$ cat src/rtl/srlatch_handshake_arbiter.sv
// Round-robin arbiter that shares one asynchronous SR latch among NREQ
// synchronous requesters. It runs a four-phase handshake on s/r/ack and
// returns the settled latch value with a one-cycle done pulse to the winner.
// A sticky err is raised if ack stalls in either phase.
//
// Ports:
//   clk    - system clock, rising edge
//   rst    - synchronous active-high reset
//   req    - per-requester request level
//   op     - per-requester operation (1 = set, 0 = reset), sampled at grant
//   grant  - one-hot, high for the whole transaction of the winner
//   done   - one-hot, one-cycle pulse at transaction completion
//   q_out  - synchronized latch value captured at completion
//   err    - sticky handshake-timeout flag
//   s, r   - latch set / reset requests
//   ack, q - asynchronous latch acknowledge / state
module srlatch_handshake_arbiter #(
  parameter int unsigned NREQ        = 4,
  parameter int unsigned TIMEOUT     = 255,
  parameter int unsigned SYNC_STAGES = 2
) (
  input  logic            clk,
  input  logic            rst,
  input  logic [NREQ-1:0] req,
  input  logic [NREQ-1:0] op,
  output logic [NREQ-1:0] grant,
  output logic [NREQ-1:0] done,
  output logic            q_out,
  output logic            err,
  output logic            s,
  output logic            r,
  input  logic            ack,
  input  logic            q
);

  localparam int unsigned PW = (NREQ > 1) ? $clog2(NREQ) : 1;
  localparam int unsigned CW = $clog2(TIMEOUT + 1);

  localparam logic [2:0] IDLE  = 3'd0;
  localparam logic [2:0] GRANT = 3'd1;
  localparam logic [2:0] RAISE = 3'd2;
  localparam logic [2:0] LOWER = 3'd3;
  localparam logic [2:0] DONE  = 3'd4;
  localparam logic [2:0] ERR   = 3'd5;

  logic [2:0]             state_q, state_d;
  logic [PW-1:0]          win_q, win_d;
  logic [PW-1:0]          ptr_q, ptr_d;
  logic                   op_q, op_d;
  logic [CW-1:0]          cnt_q, cnt_d;
  logic [NREQ-1:0]        grant_q, grant_d;
  logic [NREQ-1:0]        done_q, done_d;
  logic                   q_out_q, q_out_d;
  logic                   err_q, err_d;
  logic                   s_q, s_d;
  logic                   r_q, r_d;
  logic [SYNC_STAGES-1:0] ack_sync_q;
  logic [SYNC_STAGES-1:0] q_sync_q;

  logic                   ack_s;
  logic                   q_s;
  logic                   pick_found;
  logic [PW-1:0]          pick_idx;
  logic [NREQ-1:0]        win_oh;
  logic [PW-1:0]          ptr_next;
  logic                   cnt_expired;

  assign ack_s       = ack_sync_q[SYNC_STAGES-1];
  assign q_s         = q_sync_q[SYNC_STAGES-1];
  assign win_oh      = NREQ'(1) << win_q;
  assign ptr_next    = (win_q == PW'(NREQ - 1)) ? '0 : win_q + PW'(1);
  assign cnt_expired = (cnt_q == CW'(TIMEOUT - 1));

  // Round-robin pick: first pending request at or above ptr, wrapping.
  always_comb begin
    pick_found = 1'b0;
    pick_idx   = '0;
    for (int unsigned i = 0; i < NREQ; i++) begin
      logic [PW-1:0] idx;
      idx = PW'((32'(ptr_q) + i) % NREQ);
      if (!pick_found && req[idx]) begin
        pick_found = 1'b1;
        pick_idx   = idx;
      end
    end
  end

  // Next-state and registered-output logic.
  always_comb begin
    state_d = state_q;
    win_d   = win_q;
    ptr_d   = ptr_q;
    op_d    = op_q;
    cnt_d   = cnt_q;
    grant_d = grant_q;
    done_d  = '0;
    q_out_d = q_out_q;
    err_d   = err_q;
    s_d     = s_q;
    r_d     = r_q;

    case (state_q)
      IDLE: begin
        // Hold off while the latch is still acknowledging an earlier cycle.
        if (pick_found && !ack_s) begin
          win_d   = pick_idx;
          op_d    = op[pick_idx];
          state_d = GRANT;
        end
      end
      GRANT: begin
        grant_d = win_oh;
        cnt_d   = '0;
        state_d = RAISE;
      end
      RAISE: begin
        if (ack_s) begin
          s_d     = 1'b0;
          r_d     = 1'b0;
          cnt_d   = '0;
          state_d = LOWER;
        end else if (cnt_expired) begin
          s_d     = 1'b0;
          r_d     = 1'b0;
          grant_d = '0;
          err_d   = 1'b1;
          cnt_d   = '0;
          state_d = ERR;
        end else begin
          s_d   = op_q;
          r_d   = ~op_q;
          cnt_d = cnt_q + CW'(1);
        end
      end
      LOWER: begin
        s_d = 1'b0;
        r_d = 1'b0;
        if (!ack_s) begin
          done_d  = win_oh;
          q_out_d = q_s;
          cnt_d   = '0;
          state_d = DONE;
        end else if (cnt_expired) begin
          grant_d = '0;
          err_d   = 1'b1;
          cnt_d   = '0;
          state_d = ERR;
        end else begin
          cnt_d = cnt_q + CW'(1);
        end
      end
      DONE: begin
        grant_d = '0;
        ptr_d   = ptr_next;
        state_d = IDLE;
      end
      ERR: begin
        s_d     = 1'b0;
        r_d     = 1'b0;
        grant_d = '0;
        err_d   = 1'b1;
      end
      default: begin
        s_d     = 1'b0;
        r_d     = 1'b0;
        grant_d = '0;
        state_d = IDLE;
      end
    endcase
  end

  // State, output and synchronizer registers.
  always_ff @(posedge clk) begin
    if (rst) begin
      state_q    <= IDLE;
      win_q      <= '0;
      ptr_q      <= '0;
      op_q       <= 1'b0;
      cnt_q      <= '0;
      grant_q    <= '0;
      done_q     <= '0;
      q_out_q    <= 1'b0;
      err_q      <= 1'b0;
      s_q        <= 1'b0;
      r_q        <= 1'b0;
      ack_sync_q <= '0;
      q_sync_q   <= '0;
    end else begin
      state_q    <= state_d;
      win_q      <= win_d;
      ptr_q      <= ptr_d;
      op_q       <= op_d;
      cnt_q      <= cnt_d;
      grant_q    <= grant_d;
      done_q     <= done_d;
      q_out_q    <= q_out_d;
      err_q      <= err_d;
      s_q        <= s_d;
      r_q        <= r_d;
      ack_sync_q <= {ack_sync_q[SYNC_STAGES-2:0], ack};
      q_sync_q   <= {q_sync_q[SYNC_STAGES-2:0], q};
    end
  end

  assign grant = grant_q;
  assign done  = done_q;
  assign q_out = q_out_q;
  assign err   = err_q;
  assign s     = s_q;
  assign r     = r_q;

endmodule

$ cat config.mk
export PLATFORM = sky130hd
export DESIGN_NAME = srlatch_handshake_arbiter
export DESIGN_NICKNAME = d
export VERILOG_FILES = /design/src/rtl/srlatch_handshake_arbiter.sv
export SDC_FILE = /design/constraint.sdc
export NUM_CORES = 1
export LEC_CHECK = 0
export ABC_AREA = 1
export CORE_MARGIN = 10
export CORE_UTILIZATION = 60
export CTS_BUF_LIST = sky130_fd_sc_hd__clkbuf_4
export CTS_CLUSTER_DIAMETER = 80
export DETAILED_ROUTE_END_ITERATION = 12
export DONT_BUFFER_PORTS = 1
export PLACE_DENSITY = 0.76
export SYNTH_ARGS = -nofsm -noshare
export SYNTH_HDL_FRONTEND = slang
export SYNTH_SLANG_ARGS = --single-unit
export TNS_END_PERCENT = 100
$ cat constraint.sdc
create_clock -name clk -period 2 [get_ports clk]
set_input_delay 0.4 -clock clk [delete_from_list [all_inputs] [get_ports clk]]
set_output_delay 0.4 -clock clk [all_outputs]
set_load 0.005 [all_outputs]
==> results.md, run 1 <==
- Outcome: complete, no violations
- Post-route DRC: 0
- GRT Util Overall: 12.70%
- Cell with the most instances after synthesis: nand2_1
- Critical Path RT: 2.23 ns
- Final Max Slew Viols: 0
- Tmin final: 1.755 ns
- Path depth of the worst reg2reg path: 11
- Initial antenna violation count: 0
- Seq cells post-synth: 32
- Pleak: 0.8248 nW
- CTS sink cnt: 32
- Final Hold Fails: 0
- TritonRoute pass-1 iters: 4
- Syn Nets: 255
- Largest area contributor in the netlist: dfxtp_1
- Final worst path period share: 87.75%
- CP Launch Point: ptr_q[0]
- Final setup viols: 0
- Synth top area cells: dfxtp_1 (38%), nand2_1 (9.7%), inv_1 (8.6%)
- Worst r2r dst: op_q
- Die ar.: 5349 um^2
- Die Y: 73.14 um
- Power, Total: 1.385 mW
- Total setup buffers inserted after CTS: 0
- Post-synth EDFFs: 0
- Async SR Flop Fraction: 0%
- RSZ-0062 raised after global routing: no
- Routability congestion estimate: 0.8536
- Pwr dens: 776.3 nW/um^2
- Final Skew: 0.01145 ns
- Crit path setup slack, layout: 0.2451 ns
- Vias: 1382
- Worst slack, placed: 0.2891 ns
- Register area share after synthesis: 37.81%
- CTS tree: built
- Drt total wl: 3144 um
- Max-cap viol count: 0
- Mapped Area: 1694 um^2
- Syn. warnings: 0
- Cell variety after synth: 30
- Startpoint of the worst-slack reg-to-reg timing path: ptr_q[0]
- # hold bufs at CTS: 0
- TNS Setup: 0 ns
- Nets: 259
- Synth top area share: 37.81%
- I/O pin count: 24
- Cells on Worst Hold Path: 1
- Aggregate global routing overflow: 0
- Max VDD drop: 0.0006447 V
- CP peak stage delay: 0.62 ns
- Hold EP: grant[0]
- Filler Cell Count: 246
- Main synth FF type: dfxtp_1
- Post-DRT Antenna Nets: 0
- Worst-Margin Slew: 0.4573 ns
- Die W: 73.14 um
- Core area: 2734 um^2
- Row cnt: 19
- R2R setup slack: 0.25 ns
- Worst slew margin: 69.47%
- Largest net degree at the start of global routing: 19
- F_max: 569.8 MHz
- Max FO, Critical Path: 9
- Vias in the first global route: 1289
- Critical Path End Type: flop
- Synth top cells by count: nand2_1 (44), inv_1 (39), dfxtp_1 (32)
- Worst-case clock buffer depth: 2
- Crit path kind: flop to flop
- Layout cells sized above 1: 14.05%
- Gate count after technology mapping: 237
- Area growth, synth to finish: 5.317%
- Root Driver: clkbuf_4
- Number of H-tree levels: 2
- I/O Buffers: 0
- CP Cell Sequence: inv_8 > nand2_2 > nand2_4 > o21ai_1 > nand3_2 > nand3_2 > nand2_1 > nand3_1 > nand3_1 > nand2_1 > inv_1
- CTS clk-pin slew, worst paths: 0.10 ns
- CP startpoint kind: flop
- DP HPWL: 2415 um
- Syn avg cell area: 7.148 um^2
- Routed len/inst: 11.52 um
- TritonCTS Buffers: 5
- Initial DRC count: 62
- Hold Path Class: input port to flop
- HP Start: rst
- Clk_lat worst skew: 0.33 ns
- Post-cts resize count: 0
- Via-to-Cell Ratio: 5.062
- First-pass GRT wire length: 5589 um
- Arr. time, crit path: 1.99 ns
- CP max-delay cell: dfxtp_1
- Diode count: 0
- Starting Density: 61.97%
-- power by group --
group | total, mW | internal [mW] | leakage, nW | switching [mW]
clock | 0.468 | 0.255 | 0.0403 | 0.213
combinational | 0.222 | 0.0761 | 0.524 | 0.146
sequential | 0.695 | 0.668 | 0.260 | 0.0273
-- cell type report --
cell class | count | area (um^2) | area share, %
clock buffers | 5 | 37.54 | 2.104
clock inverters | 3 | 37.54 | 2.104
inverters | 43 | 168.9 | 9.467
multi-input cells | 158 | 853.3 | 47.83
flip-flops and latches | 32 | 640.6 | 35.90
well taps | 31 | 38.79 | 2.174
repair buffers | 1 | 7.507 | 0.4208
-- worst max-delay path: cells and delay by family, from the launching register on --
kind	cells	cell delay, ns
flip-flops	1	0.62
AND/OR/NAND/NOR	8	0.69
buffers and inverters	2	0.12
AO/OA/AOI/OAI	1	0.23
-- registers in the layout, summed over array words and instances (netlist names), 2 cells and up --
name and count:
win_q 2, ack_sync_q 2, ptr_q 2, state_q 3
q_sync_q 2, done 4, cnt_q 8, grant 4
-- placed cells by master (no fill, tap or decap), types with 4 or more instances in the layout --
cell type  Yosys  routed
nand2_2       12      12
a21oi_1       16      16
o21ai_1        4       4
clkbuf_4       0       5
nand2_1       44      44
nand3_1       14      14
o21ai_0        8       8
ha_1           6       6
nor2_1        25      25
inv_1         39      39
nand3_2        4       4
dfxtp_1       32      32
-- per-layer routing --
layer,track usage [%],part of all wire (%)
met1,17.16,52
met2,17.86,40
met3,5.034,7.6
met4,3.797,0.60
met5,0,0
-- stage by stage --
stage	utilization, %	hold slack, ns	area (um^2)	instances
global placement	62.52	0.3940	1709	265
finish	65.26	0.1221	1784	273
global route	65.26	0.09445	1784	273
floorplan	-	0.3883	1694	237
detailed placement	62.52	0.3920	1709	265
CTS	65.26	0.1112	1784	273
-- how the worst max path moves through the flow --
stage / end / slack, ns / cells after the start
finish: op_q / 0.25 / 11
global route: op_q / 0.04 / 13
CTS: op_q / 0.25 / 11
detailed placement: op_q / 0.29 / 11
global placement: win_q[1] / 0.28 / 9
floorplan: op_q / 0.61 / 13
-- cell families (layout without fill, tap and decap cells) --
group           Yosys count  in the layout  synth area share [%]
compound gates           34             34                 10.78
xor+xnor                  3              3                 1.551
fa+ha+maj                 6              6                 4.431
simple gates            115            115                 33.60
flops                    32             32                 37.81
buf+inv                  47             52                 11.82
No activity file was read; power rests on OpenSTA's default activity.
==> inputs of run 2 (changes only) <==
- CAP_MARGIN: not set -> 20
==> results of run 2 <==
The final DEF is identical to that of run 1; final timing and power are the same.
==> patch: new RTL, config.mk and constraints of run 2 <==
The parameter `NREQ` goes from 4 to 2.
--- a/src/rtl/srlatch_handshake_arbiter.sv
+++ b/src/rtl/srlatch_handshake_arbiter.sv
@@ -15,7 +15,7 @@
 //   s, r   - latch set / reset requests
 //   ack, q - asynchronous latch acknowledge / state
 module srlatch_handshake_arbiter #(
-  parameter int unsigned NREQ        = 4,
+  parameter int unsigned NREQ        = 2,
   parameter int unsigned TIMEOUT     = 255,
   parameter int unsigned SYNC_STAGES = 2
 ) (
Ports: changed (resized done, grant, op and req); port bits go from 24 to 16. The function was not compared with the original's and may differ.
==> patch against run 2 <==
  * Synthesized area decreased by 23%
  * Worst setup slack improved by 0.34 ns
  * Combinational power decreased by 17%
  * Design area decreased by 25%
  * Sequential cell count decreased by 6
  * Routed wire length decreased by 23%
  * Total power decreased by 29%
==> patch: results (changes against run 2) <==
Layout
  – Layout cells sized above 1: 0.209 (+0.0688)
  – Repair and plain buffers: 0 (-1)
  – Sequential cell area share: 0.388 (+0.0294)
  – Comb_multi_in: 123 (-22%)
  – FILL cells: 197 (-20%)
  – Clk_buf instances: 3 (-2)
  – Nets: 184 (-29%)
  – Multi-input gate share of total cell area: 0.512 (+0.0334)
  – Buffering overhead: 0 (-0.00421)
  – Final core occ: 0.663 (+0.0101)
  – Inverters: 20 (-53%)
  – Clock-cell share: 0.0168 (-0.0253)

Yosys
  – Yosys cell types: 28 (-6.7%)
  – Largest cells by area after synthesis: dfxtp_1 (40%), nand2_1 (9.2%), inv_1 (4.9%), nand2_2 (4.8%), nor2_2 (4.8%)
  – Synth Area in Compound Gates: 0.0977 (-0.0101)
  – Avg Cell Area, Syn: 7.59 µm² (+6.2%)
  – Post-synth top cells: nand2_1 (32), dfxtp_1 (26), inv_1 (17), nor2_1 (16), nand3_1 (11)
  – Post-synthesis xor/xnor area fraction: 0.0268 (+0.0113)
  – Register area share after synthesis: 0.398 (+0.0203)

Global routing
  – First-pass GRT wire length: 3.98 mm (-29%)
  – Met1 usage: 0.146 (-0.0252)
  – Vias in the first global route: 900 (-30%)
  – Largest net degree at the start of global routing: 14 (-5)
  – Met2 usage: 0.162 (-0.0163)

Clocking
  – H-tree levels: 1 (-1)
  – Clock slew at reported path FFs: 0.14 ns (+0.04 ns)
  – Clk_lat worst skew: 0.31 ns (-0.02 ns)
  – Clock Sinks: 26 (-19%)

Routing
  – DRT iter0 DRCs: 26 (-58%)
  – Routed Wire Length: 2.41 mm (-23%)
  – Via Count: 1027 (-26%)

Placed design
  – Area post-placement: 1320 µm² (-23%)
  – Placed Cells: 196 (-26%)
  – Post-DP HPWL: 1.92 mm (-21%)

Power and ir drop
  – Switching power: 0.000301 W (-22%)
  – Comb group: 0.000184 W (-17%)
  – Clock share of power: 0.219 (-0.119)
  – Max VDD drop: 546 µV (-15%)
  – Power Clock: 0.000215 W (-54%)
  – Leakage: 0.538 nW (-35%)

Setup path
  – Worst Path Arrival: 1.64 ns (-0.35 ns)
  – Slowest stage delay, CP: 0.68 ns (+0.06 ns)
  – Critical-path maximum fanout: 8 (-1)
  – Family with the most delay on the worst path: flip-flops

Status
  – Status: complete, no violations

Timing
  – Worst Tran Pin Value: 0.537 ns (+0.0802 ns)
  – Clock Skews: 0.0103 ns (-0.00118 ns)
==> patch: changes by cell type after synthesis, moves of 6 or more <==
| cell | change |
|---|---|
| nand2_1 | -12 |
| a21oi_1 | -7 |
| dfxtp_1 | -6 |
| nor2_2 | +9 |
| nor2_1 | -9 |
| inv_1 | -22 |
==> patch: worst paths after layout <==
kind / slack, ns / depth (start not counted) / end
max reg2reg: 0.58 / 7 / grant[1]
min: 0.13 / 1 / q_sync_q[1]
max: 0.58 / 7 / grant[1]
min reg2reg: 0.41 / 2 / ack_sync_q[1]
==> patch: layer usage <==
| layer | part of all wire | wire, µm | vias up |
|---|---|---|---|
| li1 | - | - | 545 |
| met1 | 0.47 | 1140 | 455 |
| met2 | 0.44 | 1060 | 25 |
| met3 | 0.080 | 194 | 2 |
| met4 | 0.0050 | 12 | 0 |
| met5 | 0 | 0 | - |
